### config.mk
export PLATFORM = sky130hd
export DESIGN_NAME = div_seq_param
export DESIGN_NICKNAME = d
export VERILOG_FILES = /design/src/rtl/div_pkg.sv /design/src/rtl/div_step.sv /design/src/rtl/div_seq_param.sv
export SDC_FILE = /design/constraint.sdc
export NUM_CORES = 1
export LEC_CHECK = 0
export ABC_AREA = 1
export CAP_MARGIN = 0
export CORE_MARGIN = 2
export CORE_UTILIZATION = 50
export CTS_BUF_LIST = sky130_fd_sc_hd__clkbuf_4 sky130_fd_sc_hd__clkbuf_8
export DETAILED_ROUTE_END_ITERATION = 10
export GPL_TIMING_DRIVEN = 0
export PLACE_DENSITY = 0.7
export SLEW_MARGIN = 20
export SYNTH_ARGS = -nofsm -noshare
export SYNTH_HDL_FRONTEND = slang
export SYNTH_HIERARCHICAL = 1
export SYNTH_SLANG_ARGS = --single-unit
export TNS_END_PERCENT = 10
### constraint.sdc
create_clock -name clk -period 7.95 [get_ports clk]
set_clock_uncertainty 0.15 [all_clocks]
set_input_delay 1.59 -clock clk [delete_from_list [all_inputs] [get_ports clk]]
set_output_delay 1.59 -clock clk [all_outputs]
set_load 0.1 [all_outputs]
### src/rtl/div_pkg.sv
// Shared types and defaults for the sequential restoring divider.
package div_pkg;

   typedef enum logic [1:0] {
      IDLE = 2'd0,
      CALC = 2'd1,
      FIX  = 2'd2
   } div_state_e;

   localparam int DIV_WIDTH_DEF = 32;

endpackage

### src/rtl/div_step.sv
// One combinational restoring-division iteration on unsigned magnitudes.
module div_step
   import div_pkg::*;
#(
   parameter int WIDTH = DIV_WIDTH_DEF
) (
   input  logic [WIDTH-1:0] rem,
   input  logic             dvd_msb,
   input  logic [WIDTH-1:0] divisor,
   output logic [WIDTH-1:0] rem_next,
   output logic             q_bit
);

   logic [WIDTH:0]   shifted_s;
   logic [WIDTH-1:0] sub_s;

   // Trial subtraction: the (WIDTH+1)-bit shifted remainder is compared with the divisor.
   // When the trial is non-negative, the difference is below the divisor and fits in WIDTH bits.
   always_comb begin
      shifted_s = {rem, dvd_msb};
      if (shifted_s >= {1'b0, divisor}) begin
         q_bit = 1'b1;
         sub_s = divisor;
      end else begin
         q_bit = 1'b0;
         sub_s = '0;
      end
      rem_next = shifted_s[WIDTH-1:0] - sub_s;
   end

endmodule

### src/rtl/div_seq_param.sv
// Multi-cycle signed/unsigned restoring divider: quotient on resultLow, remainder on resultHigh.
// Define DIV_EARLY_OUT_EN to finish in two cycles whenever |A| < |B|.
module div_seq_param
   import div_pkg::*;
#(
   parameter int WIDTH = DIV_WIDTH_DEF
) (
   input  logic             clk,
   input  logic             Reset,
   input  logic [WIDTH-1:0] A,
   input  logic [WIDTH-1:0] B,
   input  logic             Signed,
   input  logic             DivIn,
   output logic             Busy,
   output logic             DivStop,
   output logic             DivZero,
   output logic [WIDTH-1:0] resultHigh,
   output logic [WIDTH-1:0] resultLow
);

   localparam int CNT_W = $clog2(WIDTH + 1);

   div_state_e       state_r, state_nxt_s;
   logic [CNT_W-1:0] cnt_r;
   logic [WIDTH-1:0] rem_r, dvd_r, dvs_r;
   logic             q_neg_r, r_neg_r, zero_r;
   logic             busy_r, stop_r, divzero_r;
   logic [WIDTH-1:0] res_hi_r, res_lo_r;
   logic [WIDTH-1:0] a_mag_s, b_mag_s, step_rem_s;
   logic             a_neg_s, b_neg_s, b_zero_s, early_s, step_q_s;

   assign a_neg_s  = Signed & A[WIDTH-1];
   assign b_neg_s  = Signed & B[WIDTH-1];
   assign a_mag_s  = a_neg_s ? (~A + WIDTH'(1)) : A;
   assign b_mag_s  = b_neg_s ? (~B + WIDTH'(1)) : B;
   assign b_zero_s = (B == '0);

`ifdef DIV_EARLY_OUT_EN
   assign early_s = ~b_zero_s & (a_mag_s < b_mag_s);
`else
   assign early_s = 1'b0;
`endif

   div_step #(.WIDTH(WIDTH)) u_step (
      .rem      (rem_r),
      .dvd_msb  (dvd_r[WIDTH-1]),
      .divisor  (dvs_r),
      .rem_next (step_rem_s),
      .q_bit    (step_q_s)
   );

   // State register.
   always_ff @(posedge clk or negedge Reset) begin
      if (!Reset) state_r <= IDLE;
      else        state_r <= state_nxt_s;
   end

   // Next-state logic; FIX lasts two cycles: result capture, then the DivStop cycle.
   always_comb begin
      state_nxt_s = state_r;
      case (state_r)
         IDLE: begin
            if (DivIn) state_nxt_s = (b_zero_s | early_s) ? FIX : CALC;
            else       state_nxt_s = IDLE;
         end
         CALC: begin
            if (cnt_r == CNT_W'(1)) state_nxt_s = FIX;
            else                    state_nxt_s = CALC;
         end
         FIX: begin
            if (stop_r) state_nxt_s = IDLE;
            else        state_nxt_s = FIX;
         end
         default: state_nxt_s = IDLE;
      endcase
   end

   // Datapath: operand latch, shift/subtract iterations, sign fix-up and result registers.
   always_ff @(posedge clk or negedge Reset) begin
      if (!Reset) begin
         cnt_r     <= '0;
         rem_r     <= '0;
         dvd_r     <= '0;
         dvs_r     <= '0;
         q_neg_r   <= 1'b0;
         r_neg_r   <= 1'b0;
         zero_r    <= 1'b0;
         busy_r    <= 1'b0;
         stop_r    <= 1'b0;
         divzero_r <= 1'b0;
         res_hi_r  <= '0;
         res_lo_r  <= '0;
      end else begin
         case (state_r)
            IDLE: begin
               if (DivIn) begin
                  cnt_r     <= CNT_W'(WIDTH);
                  dvs_r     <= b_mag_s;
                  q_neg_r   <= a_neg_s ^ b_neg_s;
                  r_neg_r   <= a_neg_s;
                  zero_r    <= b_zero_s;
                  busy_r    <= 1'b1;
                  divzero_r <= 1'b0;
                  // Early out leaves the dividend as the remainder and a zero quotient.
                  if (early_s) begin
                     rem_r <= a_mag_s;
                     dvd_r <= '0;
                  end else begin
                     rem_r <= '0;
                     dvd_r <= a_mag_s;
                  end
               end
            end
            CALC: begin
               rem_r <= step_rem_s;
               dvd_r <= {dvd_r[WIDTH-2:0], step_q_s};
               cnt_r <= cnt_r - CNT_W'(1);
            end
            FIX: begin
               if (!stop_r) begin
                  stop_r    <= 1'b1;
                  divzero_r <= zero_r;
                  if (zero_r) begin
                     res_lo_r <= '0;
                     res_hi_r <= '0;
                  end else begin
                     res_lo_r <= q_neg_r ? (~dvd_r + WIDTH'(1)) : dvd_r;
                     res_hi_r <= r_neg_r ? (~rem_r + WIDTH'(1)) : rem_r;
                  end
               end else begin
                  stop_r <= 1'b0;
                  busy_r <= 1'b0;
               end
            end
            default: begin
               stop_r <= 1'b0;
               busy_r <= 1'b0;
            end
         endcase
      end
   end

   assign Busy       = busy_r;
   assign DivStop    = stop_r;
   assign DivZero    = divzero_r;
   assign resultHigh = res_hi_r;
   assign resultLow  = res_lo_r;

endmodule
==> impl_results.html <==
<table>
<tr><th>Metric</th><th>Value</th></tr>
<tr><th colspan="2">Run status</th></tr>
<tr><td>Status</td><td>finished, final reports clean</td></tr>
<tr><th colspan="2">Synth</th></tr>
<tr><td>Post-synthesis share of cell area spent on and, or, nand and nor gates</td><td>32.42%</td></tr>
<tr><td>FF+latch count, synth</td><td>between 150 and 200</td></tr>
<tr><td>Nets in the synthesized netlist</td><td>roughly 2100</td></tr>
<tr><td>Number of warnings printed during yosys synthesis</td><td>6</td></tr>
<tr><td>Largest cells by area after synthesis</td><td>dfrtp_1 (33%), nand2_1 (17%), ha_1 (6.6%), inv_1 (6.3%), o21ai_0 (6.2%)</td></tr>
<tr><td>Mapped cell area</td><td>approximately 13000 um^2</td></tr>
<tr><td>Share of synthesized cell area in full adder, half adder and majority cells</td><td>approximately 6.7%</td></tr>
<tr><td>Sequential cell area fraction in the yosys report</td><td>around a third</td></tr>
<tr><td>Instance count of the mapped netlist</td><td>roughly 2000</td></tr>
<tr><td>Most used flip-flop cell after synthesis</td><td>dfrtp_1</td></tr>
<tr><td>Compound-gate portion of the synthesized area</td><td>around 15%</td></tr>
<tr><td>Xor-xnor portion of the synthesized cell area</td><td>around 3.4%</td></tr>
<tr><td>Multiplexer share of the synthesized area</td><td>less than 1%</td></tr>
<tr><td>Post-synthesis async set-or-reset flop share</td><td>100.0%</td></tr>
<tr><td>Unique cell type count in the Yosys netlist</td><td>50</td></tr>
<tr><td>Mean Syn Cell Area</td><td>between 6 and 7 um^2</td></tr>
<tr><td>Cell type with the highest aggregate area in the netlist</td><td>dfrtp_1</td></tr>
<tr><td>Dominant combinational cell family by area after synthesis</td><td>simple AND/OR/NAND/NOR gates</td></tr>
<tr><td>Area share of the largest cell type after synthesis</td><td>33.04%</td></tr>
<tr><td>EDFF count, synth</td><td>0</td></tr>
<tr><th colspan="2">Timing</th></tr>
<tr><td>Final clock period utilization by the worst path</td><td>49.61%</td></tr>
<tr><td>Slew Viols, Final</td><td>0</td></tr>
<tr><td>Shortest clock period the worst path allows after layout</td><td>3944 ps</td></tr>
<tr><td>RSZ-0062 raised after global routing</td><td>false</td></tr>
<tr><td>Fmax achieved</td><td>253.6 MHz</td></tr>
<tr><td>Pin slew with the least headroom to its limit</td><td>between 900 and 1000 ps</td></tr>
<tr><td>Post-route setup slack</td><td>between 4000 and 5000 ps</td></tr>
<tr><td>Worst Hold Slack</td><td>340.9 ps</td></tr>
<tr><td>Number of failing setup endpoints in the final timing report</td><td>0</td></tr>
<tr><td>Final Hold Viols</td><td>0</td></tr>
<tr><td>Headroom to the max-slew limit</td><td>34.59%</td></tr>
<tr><td>Post-Route Setup TNS</td><td>0 ps</td></tr>
<tr><th colspan="2">Global routing</th></tr>
<tr><td>First-pass GRT wire length</td><td>about 67 mm</td></tr>
<tr><td>GRT met1 Usage</td><td>roughly half</td></tr>
<tr><td>Layer carrying the most global-route usage</td><td>met1</td></tr>
<tr><td>Number of antenna violations at the first check in global routing</td><td>0</td></tr>
<tr><td>Pin count of the biggest net entering global routing</td><td>98</td></tr>
<tr><td>Vias in the first global route</td><td>12140</td></tr>
<tr><td>Met2 Track Usage GR</td><td>between 40% and 50%</td></tr>
<tr><td>Total routing usage reported by global routing</td><td>between 30% and 40%</td></tr>
<tr><td>Total congestion overflow after global routing</td><td>0</td></tr>
<tr><td>GR Layer Usage met3</td><td>between 4 and 5%</td></tr>
<tr><th colspan="2">Clock tree</th></tr>
<tr><td>TritonCTS clock tree</td><td>built</td></tr>
<tr><td>Root Buffer Master</td><td>clkbuf_8</td></tr>
<tr><td>Clock insertion delay at the later pin of the skew report</td><td>490 ps</td></tr>
<tr><td>Count of cells resized by post-cts repair</td><td>0</td></tr>
<tr><td>Count of hold-fix buffers inserted at cts</td><td>0</td></tr>
<tr><td>Clk sinks</td><td>around 170</td></tr>
<tr><td>Number of H-tree levels</td><td>4</td></tr>
<tr><td>Clock edge transition at the registers on the reported setup and hold paths</td><td>about 100 ps</td></tr>
<tr><td>Post-CTS setup buffers</td><td>0</td></tr>
<tr><td>Number of buffers on the longest clock path</td><td>2</td></tr>
<tr><td>TritonCTS Buffers</td><td>17</td></tr>
<tr><th colspan="2">Pwr</th></tr>
<tr><td>Worst VDD drop</td><td>approximately 0.36 mV</td></tr>
<tr><td>Clock Power Share</td><td>~8.5%</td></tr>
<tr><td>Net switching fraction of the power</td><td>between 50% and 60%</td></tr>
<tr><td>Switching component of the power</td><td>between 4000 and 5000 uW</td></tr>
<tr><td>Relative contribution of sequential cells to total power</td><td>between 20% and 30%</td></tr>
<tr><td>Combinational share of power</td><td>between 60% and 70%</td></tr>
<tr><td>Leakage</td><td>about 0.0075 uW</td></tr>
<tr><td>Internal</td><td>between 3000 and 4000 uW</td></tr>
<tr><td>Total power density per cell area</td><td>~500 nW/um^2</td></tr>
<tr><th colspan="2">Critical path</th></tr>
<tr><td>Critical R2R Capture</td><td>rem_r[27]$_DFFE_PN0P_</td></tr>
<tr><td>Master of the slowest instance on the critical path</td><td>dfrtp_1</td></tr>
<tr><td>Beginning of the critical path</td><td>dvs_r[31]$_DFFE_PN0P_</td></tr>
<tr><td>Required time of the critical path</td><td>between 8000 and 9000 ps</td></tr>
<tr><td>Cell repeated most along the worst path</td><td>nand2_1</td></tr>
<tr><td>Cell breakdown of the critical path</td><td>inv_1, ha_1, nand2_1, nor2_4, a21oi_1, nand2_1, nor2_1, nand3_4, buf_6, nand2_1, ha_1, a21oi_1, a21boi_0, o21ai_0, a21oi_1, nand2_1, xor2_1, nand2_1, o21ai_0</td></tr>
<tr><td>R2R setup slack</td><td>between 4000 and 5000 ps</td></tr>
<tr><td>Critical path start-end classification</td><td>reg2reg</td></tr>
<tr><td>Endpoint class of the critical path</td><td>flip-flop</td></tr>
<tr><td>Worst Path Arrival</td><td>between 4000 and 5000 ps</td></tr>
<tr><td>Delay of the slowest cell on the worst path</td><td>between 400 and 500 ps</td></tr>
<tr><td>Buffers plus inverters on the worst setup path</td><td>2</td></tr>
<tr><td>CP Launch Type</td><td>flip-flop</td></tr>
<tr><td>Startpoint of the worst-slack reg-to-reg timing path</td><td>dvs_r[31]$_DFFE_PN0P_</td></tr>
<tr><td>Biggest fanout along the worst timing path</td><td>10</td></tr>
<tr><td>Path depth of the worst reg2reg path</td><td>19</td></tr>
<tr><td>Gate family responsible for the most delay along the worst path</td><td>compound AO/OA/AOI/OAI gates</td></tr>
<tr><th colspan="2">Placement</th></tr>
<tr><td>Port buffer count</td><td>134</td></tr>
<tr><td>Setup slack after placement</td><td>4091 ps</td></tr>
<tr><td>Half-perimeter wire length after placement</td><td>about 34 mm</td></tr>
<tr><td>Gpl congestion</td><td>between 0.9 and 1</td></tr>
<tr><th colspan="2">Detailed routing</th></tr>
<tr><td>Routed wire length</td><td>around 42 mm</td></tr>
<tr><td>Vias</td><td>about 13000</td></tr>
<tr><td>Detailed-routing iteration count for the pre-antenna-repair pass</td><td>5</td></tr>
<tr><td>Via density per instance</td><td>approximately 5.4</td></tr>
<tr><td>Detailed router's first-iteration violation count</td><td>between 1000 and 1500</td></tr>
<tr><td>Number of nets with antenna violations after detailed routing</td><td>0</td></tr>
<tr><td>Routed wirelength normalized by instance count</td><td>between 15 and 20 um</td></tr>
<tr><td>Total DRC errors in the routed layout</td><td>0</td></tr>
<tr><th colspan="2">Worst hold path</th></tr>
<tr><td>Min-Delay Endpoint</td><td>resultHigh[18]$_DFFE_PN0N_</td></tr>
<tr><td>Min-Delay Path Class</td><td>reg2reg</td></tr>
<tr><td>Hold Path Cell Cnt</td><td>2</td></tr>
<tr><td>Launch point of the worst hold path</td><td>resultHigh[18]$_DFFE_PN0N_</td></tr>
<tr><th colspan="2">Floorplan</th></tr>
<tr><td>Effective utilization at floorplan</td><td>between 50% and 60%</td></tr>
<tr><td>Die width</td><td>roughly 170 um</td></tr>
<tr><td>Die Span Y</td><td>roughly 170 um</td></tr>
<tr><td>Core region area</td><td>25980 um^2</td></tr>
<tr><td>Area enclosed by the die boundary</td><td>around 28000 um^2</td></tr>
<tr><td>Number of I/O pins</td><td>approximately 140</td></tr>
<tr><td>Number of cell rows</td><td>a little under 60</td></tr>
<tr><th colspan="2">Cells and area</th></tr>
<tr><td>Diode count</td><td>0</td></tr>
<tr><td>Number of nets in the layout</td><td>between 2000 and 2500</td></tr>
<tr><td>Layout overhead on the synthesized area</td><td>16.78%</td></tr>
<tr><td>Fraction of layout instances using a drive strength above 1</td><td>between 5 and 6%</td></tr>
<tr><td>Commonest non-fill, non-tap cells in the layout</td><td>nand2_1 (588), inv_1 (222), nor2_1 (194)</td></tr>
<tr><td>Most common cell after layout, fill and taps aside</td><td>nand2_1</td></tr>
<tr><th colspan="2">Job</th></tr>
<tr><td>Max-Cap Viols</td><td>0</td></tr>
</table>
## layer usage
metal,part of all wire (%),wire length [um]
met5,0,0
met4,0.64,268
met3,7.8,3254
met2,40,16710
met1,51,21450
## logic make-up after synthesis
| group | count (synthesis) |
|---|---|
| AND/OR/NAND/NOR | 1016 |
| multiplexers | 2 |
| flip-flops | 174 |
| buffers and inverters | 289 |
| XOR/XNOR | 51 |
| AO/OA/AOI/OAI | 374 |
| adder cells (fa/ha/maj) | 70 |
## final cells by class
| type | instances | area, um^2 |
|---|---|---|
| buffer | 59 | 319.1 |
| clock buffer | 18 | 247.7 |
| clock inverter | 14 | 170.2 |
| fill | 2567 | 10600 |
| inverter | 230 | 863.3 |
| multi-input combinational | 1513 | 7641 |
| sequential | 174 | 4354 |
| tap | 335 | 419.2 |
| timing repair buffer | 135 | 1374 |
## how the worst max path moves through the flow
stage | endpoint | cells past startpoint
after global placement | resultLow[25]$_DFFE_PN0N_ | 1
after detailed placement | rem_r[27]$_DFFE_PN0P_ | 20
after floorplan | rem_r[26]$_DFFE_PN0P_ | 24
after global routing | rem_r[19]$_DFFE_PN0P_ | 21
final | rem_r[27]$_DFFE_PN0P_ | 19
after CTS | rem_r[27]$_DFFE_PN0P_ | 20
## tightest hold or removal path, delay by kind of cell (launching register included)
family | cells | cell delay, ps
DFF | 1 | 360
and+or+nand+nor | 2 | 100
## power groups by stage
stage | clock, uW | combinational [uW] | sequential, uW
floorplan | 0 | 3230 | 2280
global placement | 0 | 5080 | 1720
detailed placement | 0 | 5160 | 1740
CTS | 653 | 5190 | 1720
global route | 694 | 5860 | 1790
finish | 645 | 5250 | 1740
## registers in the layout, indices dropped and copies added, names as in the netlist
| register | cells |
|---|---|
| dvd_r | 32 |
| dvs_r | 32 |
| rem_r | 32 |
| resultHigh | 32 |
| resultLow | 32 |
| cnt_r | 6 |
| state_r | 2 |
| Busy | 1 |
| DivStop | 1 |
| DivZero | 1 |
| q_neg_r | 1 |
| r_neg_r | 1 |
| zero_r | 1 |
## synthesized netlist by cell type, types with 3 or more instances
cell type	count
nand3_1	150
ha_1	69
inv_2	8
inv_1	222
nand3b_1	7
a21boi_0	3
buf_2	27
o221ai_1	4
o21ai_1	44
buf_6	8
nand2_1	588
nor2_4	8
o21bai_1	7
a31oi_1	6
nor2_2	8
xor2_1	41
a32o_1	4
o21a_1	4
nor2_1	194
a21o_1	3
nand3_2	5
nand2_2	5
o21ai_2	4
dfrtp_1	174
o21ai_0	162
o211ai_1	5
nor3_1	19
a21oi_1	117
xnor2_1	10
clkbuf_1	22
nand4_1	24
## per-stage QoR
step / instances / util (%) / power, uW / area [um^2]
final: 2478 / 59.22 / 7634 / 15390
after global routing: 2478 / 59.22 / 8341 / 15390
after CTS: 2478 / 59.22 / 7557 / 15390
after detailed placement: 2446 / 57.61 / 6900 / 14970
after global placement: 2445 / 57.49 / 6805 / 14940
after floorplan: 1976 / - / 5514 / 13180
(Power assumes the default switching activity.)
